$ cat config.mk
export PLATFORM = sky130hd
export DESIGN_NAME = decode_feed_ctrl
export DESIGN_NICKNAME = d
export VERILOG_FILES = /design/src/rtl/decode_feed_ctrl.sv
export SDC_FILE = /design/constraint.sdc
export NUM_CORES = 1
export LEC_CHECK = 0
export ABC_CLOCK_PERIOD_IN_PS = 2900
export CAP_MARGIN = 10
export CELL_PAD_IN_SITES_DETAIL_PLACEMENT = 1
export CELL_PAD_IN_SITES_GLOBAL_PLACEMENT = 1
export CORE_MARGIN = 8
export CORE_UTILIZATION = 47
export DETAILED_ROUTE_END_ITERATION = 10
export GPL_ROUTABILITY_DRIVEN = 0
export PLACE_DENSITY = 0.76
export SYNTH_ARGS = -nofsm -noshare
export SYNTH_HDL_FRONTEND = slang
export SYNTH_SLANG_ARGS = --single-unit
export TNS_END_PERCENT = 10
$ cat constraint.sdc
create_clock -name clk -period 2.9 [get_ports clk]
set_clock_uncertainty 0.2 [all_clocks]
set_input_delay 0.58 -clock clk [delete_from_list [all_inputs] [get_ports clk]]
set_output_delay 0.58 -clock clk [all_outputs]
set_load 0.03 [all_outputs]
$ cat src/rtl/decode_feed_ctrl.sv
// decode_feed_ctrl: in-order {pc, instr} queue between fetch and decode.
// A circular buffer with registered occupancy. Decode sees an entry one cycle
// after fetch pushes it. Flush empties the queue, and a saturating counter
// tracks cycles in which fetch was held off.
module decode_feed_ctrl #(
  parameter int unsigned DEPTH           = 4,
  parameter int unsigned PC_WIDTH        = 12,
  parameter int unsigned INSTR_WIDTH     = 32,
  parameter int unsigned STALL_CNT_WIDTH = 16
) (
  input  logic                       clk,
  input  logic                       rst_n,
  input  logic                       flush,
  input  logic                       fetch_valid,
  input  logic [PC_WIDTH-1:0]        fetch_pc,
  input  logic [INSTR_WIDTH-1:0]     fetch_instr,
  output logic                       fetch_ready,
  output logic                       dec_valid,
  input  logic                       dec_ready,
  output logic [PC_WIDTH-1:0]        dec_pc,
  output logic [INSTR_WIDTH-1:0]     dec_instr,
  output logic                       dec_illegal,
  output logic [$clog2(DEPTH):0]     count,
  output logic [STALL_CNT_WIDTH-1:0] stall_cycles
);

  localparam int unsigned AW = $clog2(DEPTH);
  localparam int unsigned CW = AW + 1;
  localparam logic [CW-1:0] LP_FULL = CW'(DEPTH);

  // Opcodes the decoder supports (R-type, I-type ALU, LUI, loads, stores)
  localparam logic [6:0] OP_OP     = 7'b0110011;
  localparam logic [6:0] OP_OP_IMM = 7'b0010011;
  localparam logic [6:0] OP_LUI    = 7'b0110111;
  localparam logic [6:0] OP_LOAD   = 7'b0000011;
  localparam logic [6:0] OP_STORE  = 7'b0100011;

  logic [PC_WIDTH-1:0]        r_pc_mem    [DEPTH];
  logic [INSTR_WIDTH-1:0]     r_instr_mem [DEPTH];
  logic [AW-1:0]              r_wp;
  logic [AW-1:0]              r_rp;
  logic [CW-1:0]              r_count;
  logic [STALL_CNT_WIDTH-1:0] r_stall;

  logic w_fetch_ready;
  logic w_dec_valid;
  logic w_push;
  logic w_pop;
  logic w_stall_inc;
  logic w_op_known;

  // Handshake qualifiers; both ready and valid come from registered occupancy only
  always_comb begin
    w_fetch_ready = (r_count != LP_FULL);
    w_dec_valid   = (r_count != '0);
    w_push        = fetch_valid && w_fetch_ready;
    w_pop         = w_dec_valid && dec_ready;
    w_stall_inc   = fetch_valid && !w_fetch_ready && !flush;
  end

  // Queue storage, pointers and occupancy; flush overrides any handshake
  always_ff @(posedge clk or negedge rst_n) begin
    if (!rst_n) begin
      r_wp    <= '0;
      r_rp    <= '0;
      r_count <= '0;
      for (int unsigned i = 0; i < DEPTH; i++) begin
        r_pc_mem[i]    <= '0;
        r_instr_mem[i] <= '0;
      end
    end else if (flush) begin
      r_wp    <= '0;
      r_rp    <= '0;
      r_count <= '0;
    end else begin
      if (w_push) begin
        r_pc_mem[r_wp]    <= fetch_pc;
        r_instr_mem[r_wp] <= fetch_instr;
        r_wp              <= r_wp + 1'b1;
      end
      if (w_pop) begin
        r_rp <= r_rp + 1'b1;
      end
      if (w_push && !w_pop) begin
        r_count <= r_count + 1'b1;
      end else if (w_pop && !w_push) begin
        r_count <= r_count - 1'b1;
      end
    end
  end

  // Saturating back-pressure counter; survives flush
  always_ff @(posedge clk or negedge rst_n) begin
    if (!rst_n) begin
      r_stall <= '0;
    end else if (w_stall_inc && (r_stall != '1)) begin
      r_stall <= r_stall + 1'b1;
    end
  end

  // Supported-opcode lookup on the head entry
  always_comb begin
    w_op_known = 1'b0;
    case (r_instr_mem[r_rp][6:0])
      OP_OP, OP_OP_IMM, OP_LUI, OP_LOAD, OP_STORE: w_op_known = 1'b1;
      default:                                     w_op_known = 1'b0;
    endcase
  end

  // Output drive
  always_comb begin
    fetch_ready  = w_fetch_ready;
    dec_valid    = w_dec_valid;
    dec_pc       = r_pc_mem[r_rp];
    dec_instr    = r_instr_mem[r_rp];
    dec_illegal  = w_dec_valid && !w_op_known;
    count        = r_count;
    stall_cycles = r_stall;
  end

endmodule

After elaboration in Yosys (flattened, before gate mapping) --
Cells that the tools add are included. W data, S select, Z words.
Word-level totals: bits in registers 199, input port bits 49, output and inout bits 66, word-level logic and storage cells 70
Cells by class: add/sub/neg operators 5, magnitude comparators 3, eq/ne operators 7, mux-type cells 20, bitwise logic cells 3, reductions and logical operators 20
Operators by type and width (number):
- $bwmux W128 | 1
- $mux W32 | 3
- $bmux W32 S2 | 1
- $demux W32 S2 | 1
- $bwmux W48 | 1
- $mux W12 | 3
- $bmux W12 S2 | 1
- $demux W12 S2 | 1
- $eq A7 B6 Y1 const B | 3
- $add A16 B1 Y16 const B | 1
- $ne A16 B16 Y1 const B | 1
- $logic_and A1 B1 Y1 | 9
- $mux W3 | 3
- $mux W2 | 4
- $eq A7 B2 Y1 const B | 1
- $eq A7 B5 Y1 const B | 1
- $ge A3 B3 Y1 const B | 2
- $not A2 Y3 | 2
- $reduce_bool A3 Y1 | 2
- $logic_not A1 Y1 | 5
- $reduce_or A5 Y1 | 1
- $add A2 B1 Y2 const B | 2
- $reduce_bool A2 Y1 | 2
- $add A3 B1 Y3 const B | 1
- 6 further kinds | 6

Longest topological paths before layout --
Gate-level depths: netlist of run 1.
word-level depth 9, gate-level depth with buffers 6, depth with buffers taken out 5

Least setup slack after synthesis of run 1 --
Ideal clock, no wire load.
kind register -> output, start point register r_rp[0], end point output dec_illegal, data arrival time 1.794 ns, required time 2.120 ns, slack 0.326 ns, cell stages (with the launch flop) 5, buffers on the path 1, path through dfrtp_1 > buf_2 > mux4_2 > a21boi_0 > o41a_1
Between the ends: word-level cells in the longest chain between the ends 9, elaborated cells between the ends (all ways) 13
Ends and longest elaborated chain:
- from (decl) | RTL line 41 | logic [AW-1:0] r_rp;
- from (signal assigned) | RTL line 82 | r_rp <= r_rp + 1'b1;
- $not A2 Y3 (*)
- $bmux W32 S2 (*)
- $mux W32 (*) (2 in a row)
- via dec_instr[2] | RTL line 21 | output logic [INSTR_WIDTH-1:0] dec_instr,
- $eq A7 B6 Y1 (tied with other cells) | RTL line 104 | case (r_instr_mem[r_rp][6:0])
- $reduce_or A5 Y1 (*) | RTL line 104
- $mux W1 (*) | RTL line 104
- $logic_not A1 Y1 (*) | RTL line 116 | dec_illegal = w_dec_valid && !w_op_known;
- $logic_and A1 B1 Y1 (*) | RTL line 116
- to (decl) | RTL line 22 | output logic dec_illegal,
Mark *: on every way through the listed nets, which the timed path passes. The rest lies on a longest branch. The select of a mux whose other input is x is not followed.

Worst setup path in the final report of run 1 --
start point register r_rp[0], end point output dec_illegal
Between the ends: word-level cells in the longest chain between the ends 9, elaborated cells between the ends (all ways) 13
Ends and longest elaborated chain (RTL line):
- $not A2 Y3 (not written as such) (*) | 104
- $bmux W32 S2 (*) | 104
- $mux W32 (*) (2 in a row)
- $eq A7 B6 Y1 (tied with other cells) | 104
- $reduce_or A5 Y1 (*) | 104
- $mux W1 (*) | 104
- $logic_not A1 Y1 (*) | 116
- $logic_and A1 B1 Y1 (*) | 116
Every way passes the cells marked *; elsewhere a longest branch is shown, timed or not. The select of a mux whose other input is x is not followed.

==> impl_results.md, run 1 <==
* CP Data Arrival Time at roughly 2.2 ns
* CP peak stage delay at 0.53 ns
* Die height at ~150 um
* F_max at around 340 MHz
* Hold Slack at approximately 0.30 ns
* Top cell family by delay on the critical path: flip-flops
* ANT cells at 0
* Final worst slack at -0.0562 ns
* Initial antenna violation count at 0
* Total Die Area at roughly 0.024 mm^2
* Hold depth at 1
* Critical Path Source Type: flip-flop
* DRC at 0
* Crit-path slowest cell: dfrtp_4
* Area Growth Syn to Fin at 22.1%
* Crit path time final at roughly 3.0 ns
* Vias in the first global route at 6219
* #FFs+latches synth at 199
* H-Tree Depth at 4
* CP Class: flip-flop to output pin
* Max-Cap Viols at 0
* Port Buffers at approximately 110
* Worst r2r path cells at 6
* Initial DRT Pass Iterations at 4
* Final setup vio count at 3
* First-pass GRT wire length at 34.9 mm
* Fin. max-slew vios at 0
* Post-synthesis cell area at 0.00897 mm^2
* TritonCTS clock tree: done
* Post-Syn Area per Cell at ~16 um^2
* Synth Flop Type: dfrtp_1
* Layout Utilization at 0.586
* # rows at 50
* Distinct cell type count after synthesis at between 40 and 50
* Dpl cells at 894
* Failing checks: negative setup slack
* Commonest non-fill, non-tap cells in the layout: dfrtp_1, mux2_2, clkdlybuf4s50_1, mux4_2, clkbuf_2
* Final Non-Filler Cells at 934
* FILL cells at between 1500 and 2000
* Leakage Power at a little under 5 nW
* DRT iter0 DRCs at between 200 and 250
* Sequential share of power at 0.381
* RSZ-0062 raised after global routing: true
* CORE AREA at 0.0187 mm^2
* Post-synthesis cell count at about 550
* Commonest non-fill, non-tap cell in the layout: dfrtp_1
* Number of synthesized flops with an enable pin at 0
* Async S/R FF share, synth at 1.00
* Power Internal at between 7 and 8 mW
* Post-synthesis sequential area ratio at 0.555
* Wire per inst at 22.6 um
* Fin crit share at 1.02
* TritonCTS Buffers at 17
* Vias per cell at ~5.6
* All-Layer GR Usage at 0.188
* Fin. Hold Viols at 0
* Gr ovfl total at 0
* Pin count of the biggest net entering global routing at between 70 and 80
* IO Count at around 120
* Area of the multi-input gates at between 0.003 and 0.004 mm^2
* Post-DP HPWL at between 10 and 15 mm
* Maximum clock path buffer count at 2
* Clock power share at 0.194
* CP Buf/Inv Count at 3
* Flip-flop and latch area at 0.00498 mm^2
* Syn nets at between 600 and 700
* Max IR drop VDD at 0.481 mV
* Vias after detailed routing at roughly 5300
* Hold crit path type: flip-flop to flip-flop
* Data required time of the worst path at 2.12 ns
* Setup_tns at -0.0838 ns
* Share of cells above drive strength 1 at 0.461
* Critical Path Sink Type: output pin
* P per Cell Area at roughly 1100 mW/mm^2
* CP Depth at 6
* CTS Root Cell: clkbuf_16
* Slew HR at 0.579
* Yosys warns at 0
* Final wirelength at roughly 21 mm
* Net Switching at between 4 and 5 mW
* Starting Density at 0.480
* Final ANT Viol Nets at 0
* Sw Ratio at 0.356
* Clock latency on the worst-skew pair at ~0.43 ns
* Worst Tran Pin Value at around 0.63 ns
* Worst-path clk slew at 0.07 ns
* Die X at around 150 um
* Clk sink count at roughly 200
* Nets at approximately 740
* Comb power frac at 0.425
* Crit Path Max Fanout at 5
* Outcome: finished with violations
* Ordered cell list for the critical path: buf_12, buf_4, mux4_2, nand2_1, o41a_1, buf_6
==> worst register-to-register path: stages (launching register included) <==
cell and delay, ns:
dfrtp_1 0.47, nor3b_4 0.28, buf_4 0.23, nor3_4 0.07
fa_1 0.38, mux2i_1 0.19, mux2_1 0.33
==> power by group through the flow <==
stage          logic [mW]  registers (mW)  clock network (mW)
2_1_floorplan        3.66            4.44                   0
3_5_place_dp         5.53            4.66                   0
3_3_place_gp         5.38            4.51                   0
6_report             5.17            4.63                2.36
5_1_grt              5.53            4.77                2.53
4_1_cts              5.20            4.63                2.43
==> worst paths after layout <==
check / from / endpoint / slack (ns)
setup / recovery: r_rp[0] / dec_illegal / -0.06
min in group asynchronous: rst_n / r_pc_mem[34] / 0.55
hold / removal: r_instr_mem[56] / r_instr_mem[56] / 0.30
max in group asynchronous: rst_n / r_instr_mem[12] / 1.14
hold reg to reg: r_instr_mem[56] / r_instr_mem[56] / 0.30
setup reg to reg: count[1] / count[2] / 0.64
==> metrics by stage <==
stage          power [mW]  instance area (um^2)  setup WS [ns]
4_1_cts              12.3                 11000         -0.190
3_3_place_gp         9.88                 10400          0.199
2_1_floorplan        8.10                  8970          0.326
3_5_place_dp         10.2                 10400          0.145
6_report             12.2                 11000        -0.0562
5_1_grt              12.8                 11000         -0.120
==> cell type report <==
class | count | share of cell area
sequential | 199 | 0.455
clock inverter | 13 | 0.0131
inverter | 8 | 0.00274
timing repair buffer | 142 | 0.122
tap | 234 | 0.0267
clock buffer | 19 | 0.0404
multi-input combinational | 319 | 0.340
==> what timing repair did <==
action                                 4_1_cts  5_1_grt
gates cloned                                 0        1
gates resized for setup                     48       51
hold buffers                                 1        0
buffers inserted                             0        6
setup endpoints to repair                   44       16
endpoints found under the hold margin       65        0
==> cell usage after synthesis, drive strengths merged, types with 5 or more instances <==
master | number | share of area
nor3 | 10 | 0.0086
nand3 | 7 | 0.0045
inv | 8 | 0.0033
xnor2 | 6 | 0.0059
ha | 5 | 0.0070
mux2 | 178 | 0.22
a21oi | 5 | 0.0028
nor2 | 9 | 0.0038
dfrtp | 199 | 0.55
mux4 | 44 | 0.11
buf | 25 | 0.025
nand2 | 14 | 0.0070
xor2 | 11 | 0.011
==> sequential cells by signal, indices dropped and copies added (netlist names) <==
register      cells
stall_cycles     16
r_wp              2
count             3
r_instr_mem     128
r_rp              2
r_pc_mem         48
==> logic make-up after synthesis <==
| group | count (synthesis) | synth area share |
|---|---|---|
| multiplexers | 223 | 0.335 |
| adder cells (fa/ha/maj) | 6 | 0.00920 |
| XOR/XNOR | 17 | 0.0166 |
| AO/OA/AOI/OAI | 14 | 0.0123 |
| buffers and inverters | 35 | 0.0293 |
| flip-flops | 199 | 0.555 |
| AND/OR/NAND/NOR | 59 | 0.0428 |
==> routing by layer <==
layer	up-vias	routed length [um]	share of wire	global-route usage
met1	2817	8840	0.42	0.223
met5	-	0	0	0
li1	2322	-	-	-
met3	17	822	0.039	0.0432
met4	0	238	0.011	0.0560
met2	94	11300	0.53	0.334
Note: power is estimated with default switching activity, not from simulation.
==> run 2, diff against run 1 <==
--- a/config.mk
+++ b/config.mk
@@ -9,11 +9,12 @@
 export CAP_MARGIN = 10
 export CELL_PAD_IN_SITES_DETAIL_PLACEMENT = 1
 export CELL_PAD_IN_SITES_GLOBAL_PLACEMENT = 1
-export CORE_MARGIN = 8
+export CORE_MARGIN = 2
 export CORE_UTILIZATION = 47
 export DETAILED_ROUTE_END_ITERATION = 10
 export GPL_ROUTABILITY_DRIVEN = 0
 export PLACE_DENSITY = 0.76
+export SETUP_SLACK_MARGIN = 0.3
 export SYNTH_ARGS = -nofsm -noshare
 export SYNTH_HDL_FRONTEND = slang
 export SYNTH_SLANG_ARGS = --single-unit
==> run 2 against run 1 <==
Compared with the run above: the flow still finishes with violations (negative setup slack); fmax grew 0.34%; design area grew 2.7%; first-iteration DRC count shrank 23%; register-to-register slack is essentially flat; clock power grew 2%; largest power group unchanged; highest routed layer unchanged.
==> impl_results.md, run 2 (synthesis results as in run 1) <==
* All-Layer GR Usage at 0.216
* Die height at 142 um
* Setup_tns at -0.0463 ns
* Power Internal at around 8.3 mW
* Pin count of the biggest net entering global routing at between 60 and 70
* Final ANT Viol Nets at 0
* CP peak stage delay at roughly 0.5 ns
* Fin. Hold Viols at 0
* Slew HR at 0.631
* Final instance area at approximately 0.011 mm^2
* Sequential share of power at 0.360
* Vias per cell at between 5 and 6
* IO Count at about 120
* Clock latency on the worst-skew pair at around 0.44 ns
* # rows at 50
* Die X at 142 um
* F_max at 339 MHz
* Initial DRT Pass Iterations at 4
* Busiest grt layer: met2
* Share of cells above drive strength 1 at 0.499
* Top cell family by delay on the critical path: flip-flops
* Largest register FFs at between 100 and 150
* Post-Place Cell Area at 0.0104 mm^2
* Critical Path Sink Type: output pin
* Vias after detailed routing at ~5200
* Final setup vio count at 1
* Met2 GRT Util at 0.385
* Max IR drop VDD at between 0.5 and 0.6 mV
* Commonest non-fill, non-tap cell in the layout: dfrtp_1
* Wire per inst at ~22 um
* RSZ-0062 raised after global routing: true
* Pre-CTS WS at ~0.027 ns
* H-Tree Depth at 4
* Maximum clock path buffer count at 2
* Port Buffers at between 100 and 150
* Outcome: finished with violations
* Layout Utilization at 0.602
* CTS Root Cell: clkbuf_16
* ANT cells at 0
* Initial antenna violation count at 0
* First-pass GRT wire length at 33.0 mm
* Worst-path clk slew at about 0.08 ns
* P per Cell Area at approximately 1100 mW/mm^2
* CORE AREA at roughly 0.019 mm^2
* Hold crit path type: flip-flop to flip-flop
* Crit Path Max Fanout at 4
* Leakage Power at approximately 5 nW
* Comb power frac at 0.452
* TritonCTS Buffers at 17
* Failing checks: negative setup slack
* DRC at 0
* Clk sink count at 199
* Net Switching at approximately 4.5 mW
* Post-DP HPWL at ~13 mm
* Starting Density at 0.480
* GRT met3 Usage at 0.0434
* Commonest non-fill, non-tap cells in the layout: dfrtp_1, mux2_2, clkdlybuf4s50_1, mux4_2, buf_6
* Flip-flop and latch area at about 0.005 mm^2
* Routing usage on met1 at 0.269
* Gr ovfl total at 0
* Final worst slack at -0.0463 ns
* DRT iter0 DRCs at between 150 and 200
* Largest register by flop count: r_instr_mem
* Data required time of the worst path at around 2.1 ns
* Crit-path slowest cell: dfrtp_4
* Final wirelength at a little over 20 mm
* Sw Ratio at 0.348
* Worst Tran Pin Value at 0.553 ns
* Nets at around 750
* Ordered cell list for the critical path: buf_6, buf_4, mux4_2, a21boi_0, o41a_1, buf_6
* FILL cells at around 1700
* CP Data Arrival Time at 2.17 ns
* Max-Cap Viols at 0
* TritonCTS clock tree: done
* Crit path time final at 2.95 ns
* Critical Path Source Type: flip-flop
* Hold Slack at around 0.30 ns
* Clock power share at 0.187
* CP Class: flip-flop to output pin
* Vias in the first global route at roughly 6000
* CP Buf/Inv Count at 3
* Most common cell type on the critical path: buf_6
* Area Growth Syn to Fin at 25.4%
* Total Die Area at roughly 0.020 mm^2
* Fin crit share at 1.02
* Fin. max-slew vios at 0
* Area of the multi-input gates at ~0.0037 mm^2
==> run 2: changes by cell type in the layout (fill, tap and decap cells not counted), sizes merged <==
cell           change
clkbuf            -25
dlygate4sd2       -15
bufbuf             +1
clkdlybuf4s50      -2
buf               +43
clkdlybuf4s15      +8
inv                +1
==> run 2: final cells by class <==
cell class	instances	area share
Clock buffer	17	0.0378
Clock inverter	14	0.0147
Inverter	8	0.00267
Multi-Input combinational cell	319	0.332
Sequential cell	199	0.443
Tap cell	234	0.0260
Timing Repair Buffer	154	0.144
==> run 2: final timing paths <==
check / slack (ns) / end / startpoint / cells after the start
setup / recovery: -0.05 / dec_illegal / r_rp[0] / 6
hold / removal: 0.30 / r_instr_mem[55] / r_instr_mem[55] / 1
setup reg to reg: 0.64 / count[2] / count[1] / 6
hold reg to reg: 0.30 / r_instr_mem[55] / r_instr_mem[55] / 1
max in group asynchronous: 1.25 / r_instr_mem[25] / rst_n / 3
min in group asynchronous: 0.50 / r_instr_mem[103] / rst_n / 2
==> run 2: per-layer routing <==
| layer | up-vias | part of all wire | routed length, um |
|---|---|---|---|
| li1 | 2342 | - | - |
| met1 | 2786 | 0.43 | 8850 |
| met2 | 87 | 0.52 | 10800 |
| met3 | 20 | 0.033 | 681 |
| met4 | 0 | 0.012 | 257 |
| met5 | - | 0 | 0 |
==> run 2: repair_timing <==
item                                    in CTS  in global routing
endpoints found under the setup margin      47                 42
cloned                                       2                  2
hold buffers                                 1                  0
buffers inserted                             8                  6
pin swaps                                    2                  1
gates resized for setup                    223                 54
hold endpoints to repair                    62                  0
==> run 2: through the flow <==
step	power, mW	instances
2_1_floorplan	8.10	553
3_3_place_gp	9.82	895
3_5_place_dp	10.1	895
4_1_cts	12.7	937
5_1_grt	13.5	945
6_report	12.8	945
==> run 2: power groups by stage <==
stage / clock network [mW] / registers, mW / logic (mW)
6_report: 2.40 / 4.61 / 5.79
5_1_grt: 2.57 / 4.75 / 6.15
4_1_cts: 2.47 / 4.60 / 5.68
3_5_place_dp: 0 / 4.66 / 5.43
3_3_place_gp: 0 / 4.55 / 5.27
2_1_floorplan: 0 / 4.44 / 3.66
==> run 3, diff against run 2 <==
--- a/config.mk
+++ b/config.mk
@@ -8,13 +8,13 @@
 export ABC_CLOCK_PERIOD_IN_PS = 2900
 export CAP_MARGIN = 10
 export CELL_PAD_IN_SITES_DETAIL_PLACEMENT = 1
-export CELL_PAD_IN_SITES_GLOBAL_PLACEMENT = 1
-export CORE_MARGIN = 2
-export CORE_UTILIZATION = 47
+export CELL_PAD_IN_SITES_GLOBAL_PLACEMENT = 2
+export CORE_UTILIZATION = 40
 export DETAILED_ROUTE_END_ITERATION = 10
 export GPL_ROUTABILITY_DRIVEN = 0
-export PLACE_DENSITY = 0.76
+export PLACE_DENSITY = 0.75
 export SETUP_SLACK_MARGIN = 0.3
+export SLEW_MARGIN = 20
 export SYNTH_ARGS = -nofsm -noshare
 export SYNTH_HDL_FRONTEND = slang
 export SYNTH_SLANG_ARGS = --single-unit
==> run 3 against run 2 <==
Compared with the run above: the flow still finishes with violations (negative setup slack); highest routed layer unchanged; clock power rose by 2%; first-iteration DRC count down 28%; worst setup slack better by 0.018 ns; combinational power decreased by 5.7%; critical path type unchanged; flip-flop and latch count stayed put; wire length shrank 1.0%; via count decreased by 0.73%; cell count rose by 3.8%.
==> impl_results.md, run 3 (synthesis results as in run 1) <==
* Fin. max-slew vios at 0
* Max IR drop VDD at ~0.44 mV
* Data required time of the worst path at 2.12 ns
* Port Buffers at 114
* Pin count of the biggest net entering global routing at 65
* Final worst slack at -0.0278 ns
* Starting Density at 0.410
* CP Data Arrival Time at around 2.2 ns
* Final wirelength at 20.4 mm
* CP Class: flip-flop to output pin
* Vias in the first global route at around 6000
* Largest register FFs at 128
* Critical Path Source Type: flip-flop
* Hold crit path type: flip-flop to flip-flop
* Hold depth at 1
* Commonest non-fill, non-tap cell in the layout: dfrtp_1
* Share of cells above drive strength 1 at 0.469
* Initial antenna violation count at 0
* CTS Root Cell: clkbuf_16
* Critical Path Sink Type: output pin
* Slew HR at 0.654
* Crit Reg-Reg Startpoint: count[1]
* CORE AREA at approximately 0.022 mm^2
* Area Growth Syn to Fin at 24.4%
* Worst Tran Pin Value at a little over 0.5 ns
* Post-DP HPWL at roughly 13 mm
* Commonest non-fill, non-tap cells in the layout: dfrtp_1, mux2_2, clkdlybuf4s50_1, mux4_2, buf_6
* Nets at between 700 and 800
* ANT cells at 0
* Setup crit start: r_rp[0]
* Initial DRT Pass Iterations at 4
* Die height at 152 um
* Final Non-Filler Cells at ~980
* Outcome: finished with violations
* Clk sink count at around 200
* Maximum clock path buffer count at 2
* DRT iter0 DRCs at 120
* All-Layer GR Usage at 0.192
* Crit Path Max Fanout at 6
* Total Die Area at 0.0230 mm^2
* Crit path time final at 2.93 ns
* Total power at 12.5 mW
* Die X at approximately 150 um
* Clock latency on the worst-skew pair at roughly 0.43 ns
* DRC at 0
* Leakage Power at between 4 and 5 nW
* Vias per cell at approximately 5.3
* P per Cell Area at about 1100 mW/mm^2
* Largest register by flop count: r_instr_mem
* RSZ-0062 raised after global routing: true
* Dpl cells at 946
* Wire per inst at 20.8 um
* TritonCTS clock tree: done
* Reg2reg setup slack at 0.57 ns
* Max-Cap Viols at 0
* TritonCTS Buffers at 17
* IO Count at between 100 and 150
* Final ANT Viol Nets at 0
* # rows at 54
* Failing checks: negative setup slack
* Final setup vio count at 1
* Worst r2r path cells at 7
* F_max at between 300 and 400 MHz
* First-pass GRT wire length at 33.0 mm
* FILL cells at roughly 2100
* Worst-path clk slew at about 0.07 ns
* Vias after detailed routing at 5197
* Gr ovfl total at 0
* Fin. Hold Viols at 0
* Fin crit share at 1.01
* H-Tree Depth at 4
* Hold_sp: r_instr_mem[35]
[run 3: cell types whose count changed in the layout (fill, tap and decap cells not counted), moves of 3 or more]
cell	before	now
dlygate4sd2_1	2	17
buf_12	4	7
buf_6	34	28
clkdlybuf4s15_2	11	1
buf_4	27	20
[run 3: layer usage]
metal	GRT usage	up-vias	wire length (um)
met5	0	-	0
met4	0.0450	0	202
met3	0.0377	15	567
met2	0.340	90	10900
met1	0.240	2771	8670
li1	-	2321	-
[run 3: final cells by class]
cell class / instances / area (um^2) / area share
Timing Repair Buffer: 143 / 1460 / 0.131
Tap cell: 280 / 350 / 0.0314
Clock buffer: 17 / 425 / 0.0381
Inverter: 8 / 30.0 / 0.00269
Sequential cell: 199 / 4980 / 0.446
Clock inverter: 15 / 184 / 0.0165
Multi-Input combinational cell: 319 / 3730 / 0.334
[run 3: critical path, stage by stage, from the launching register on]
cell,delay [ns]
dfrtp_4,0.55
buf_6,0.16
mux4_2,0.35
nand2_1,0.07
o41a_1,0.45
buf_6,0.15
[run 3: report_power, final]
part	total [mW]	switching (mW)	leakage [nW]	internal [mW]
Combinational	5.46	2.63	2.12	2.84
Sequential	4.60	0.650	2.51	3.95
Clock	2.44	1.13	0.298	1.31
[run 3: worst paths after layout]
check                                   to
max in group asynchronous  r_instr_mem[99]
max                            dec_illegal
min in group asynchronous  r_instr_mem[72]
min                        r_instr_mem[35]
max reg2reg                       count[2]
min reg2reg                r_instr_mem[35]
[run 3: timing repair]
item	CTS	global route
endpoints found under the hold margin	53	0
gates resized for setup	212	7
hold buffers	1	0
buffers inserted	1	1
pin swaps	1	0
endpoints found under the setup margin	47	44
[run 3: through the flow]
step           hold slack (ns)  instance area, um^2  setup slack [ns]  utilization  TNS (ns)
2_1_floorplan           0.0844                 8970             0.326            -         0
3_3_place_gp             0.281                10500           0.00181        0.479         0
3_5_place_dp             0.290                10500          -0.00646        0.479  -0.00646
4_1_cts                  0.306                11200           -0.0657        0.510    -0.252
5_1_grt                  0.321                11200            -0.102        0.510    -0.761
6_report                 0.304                11200           -0.0278        0.510   -0.0278
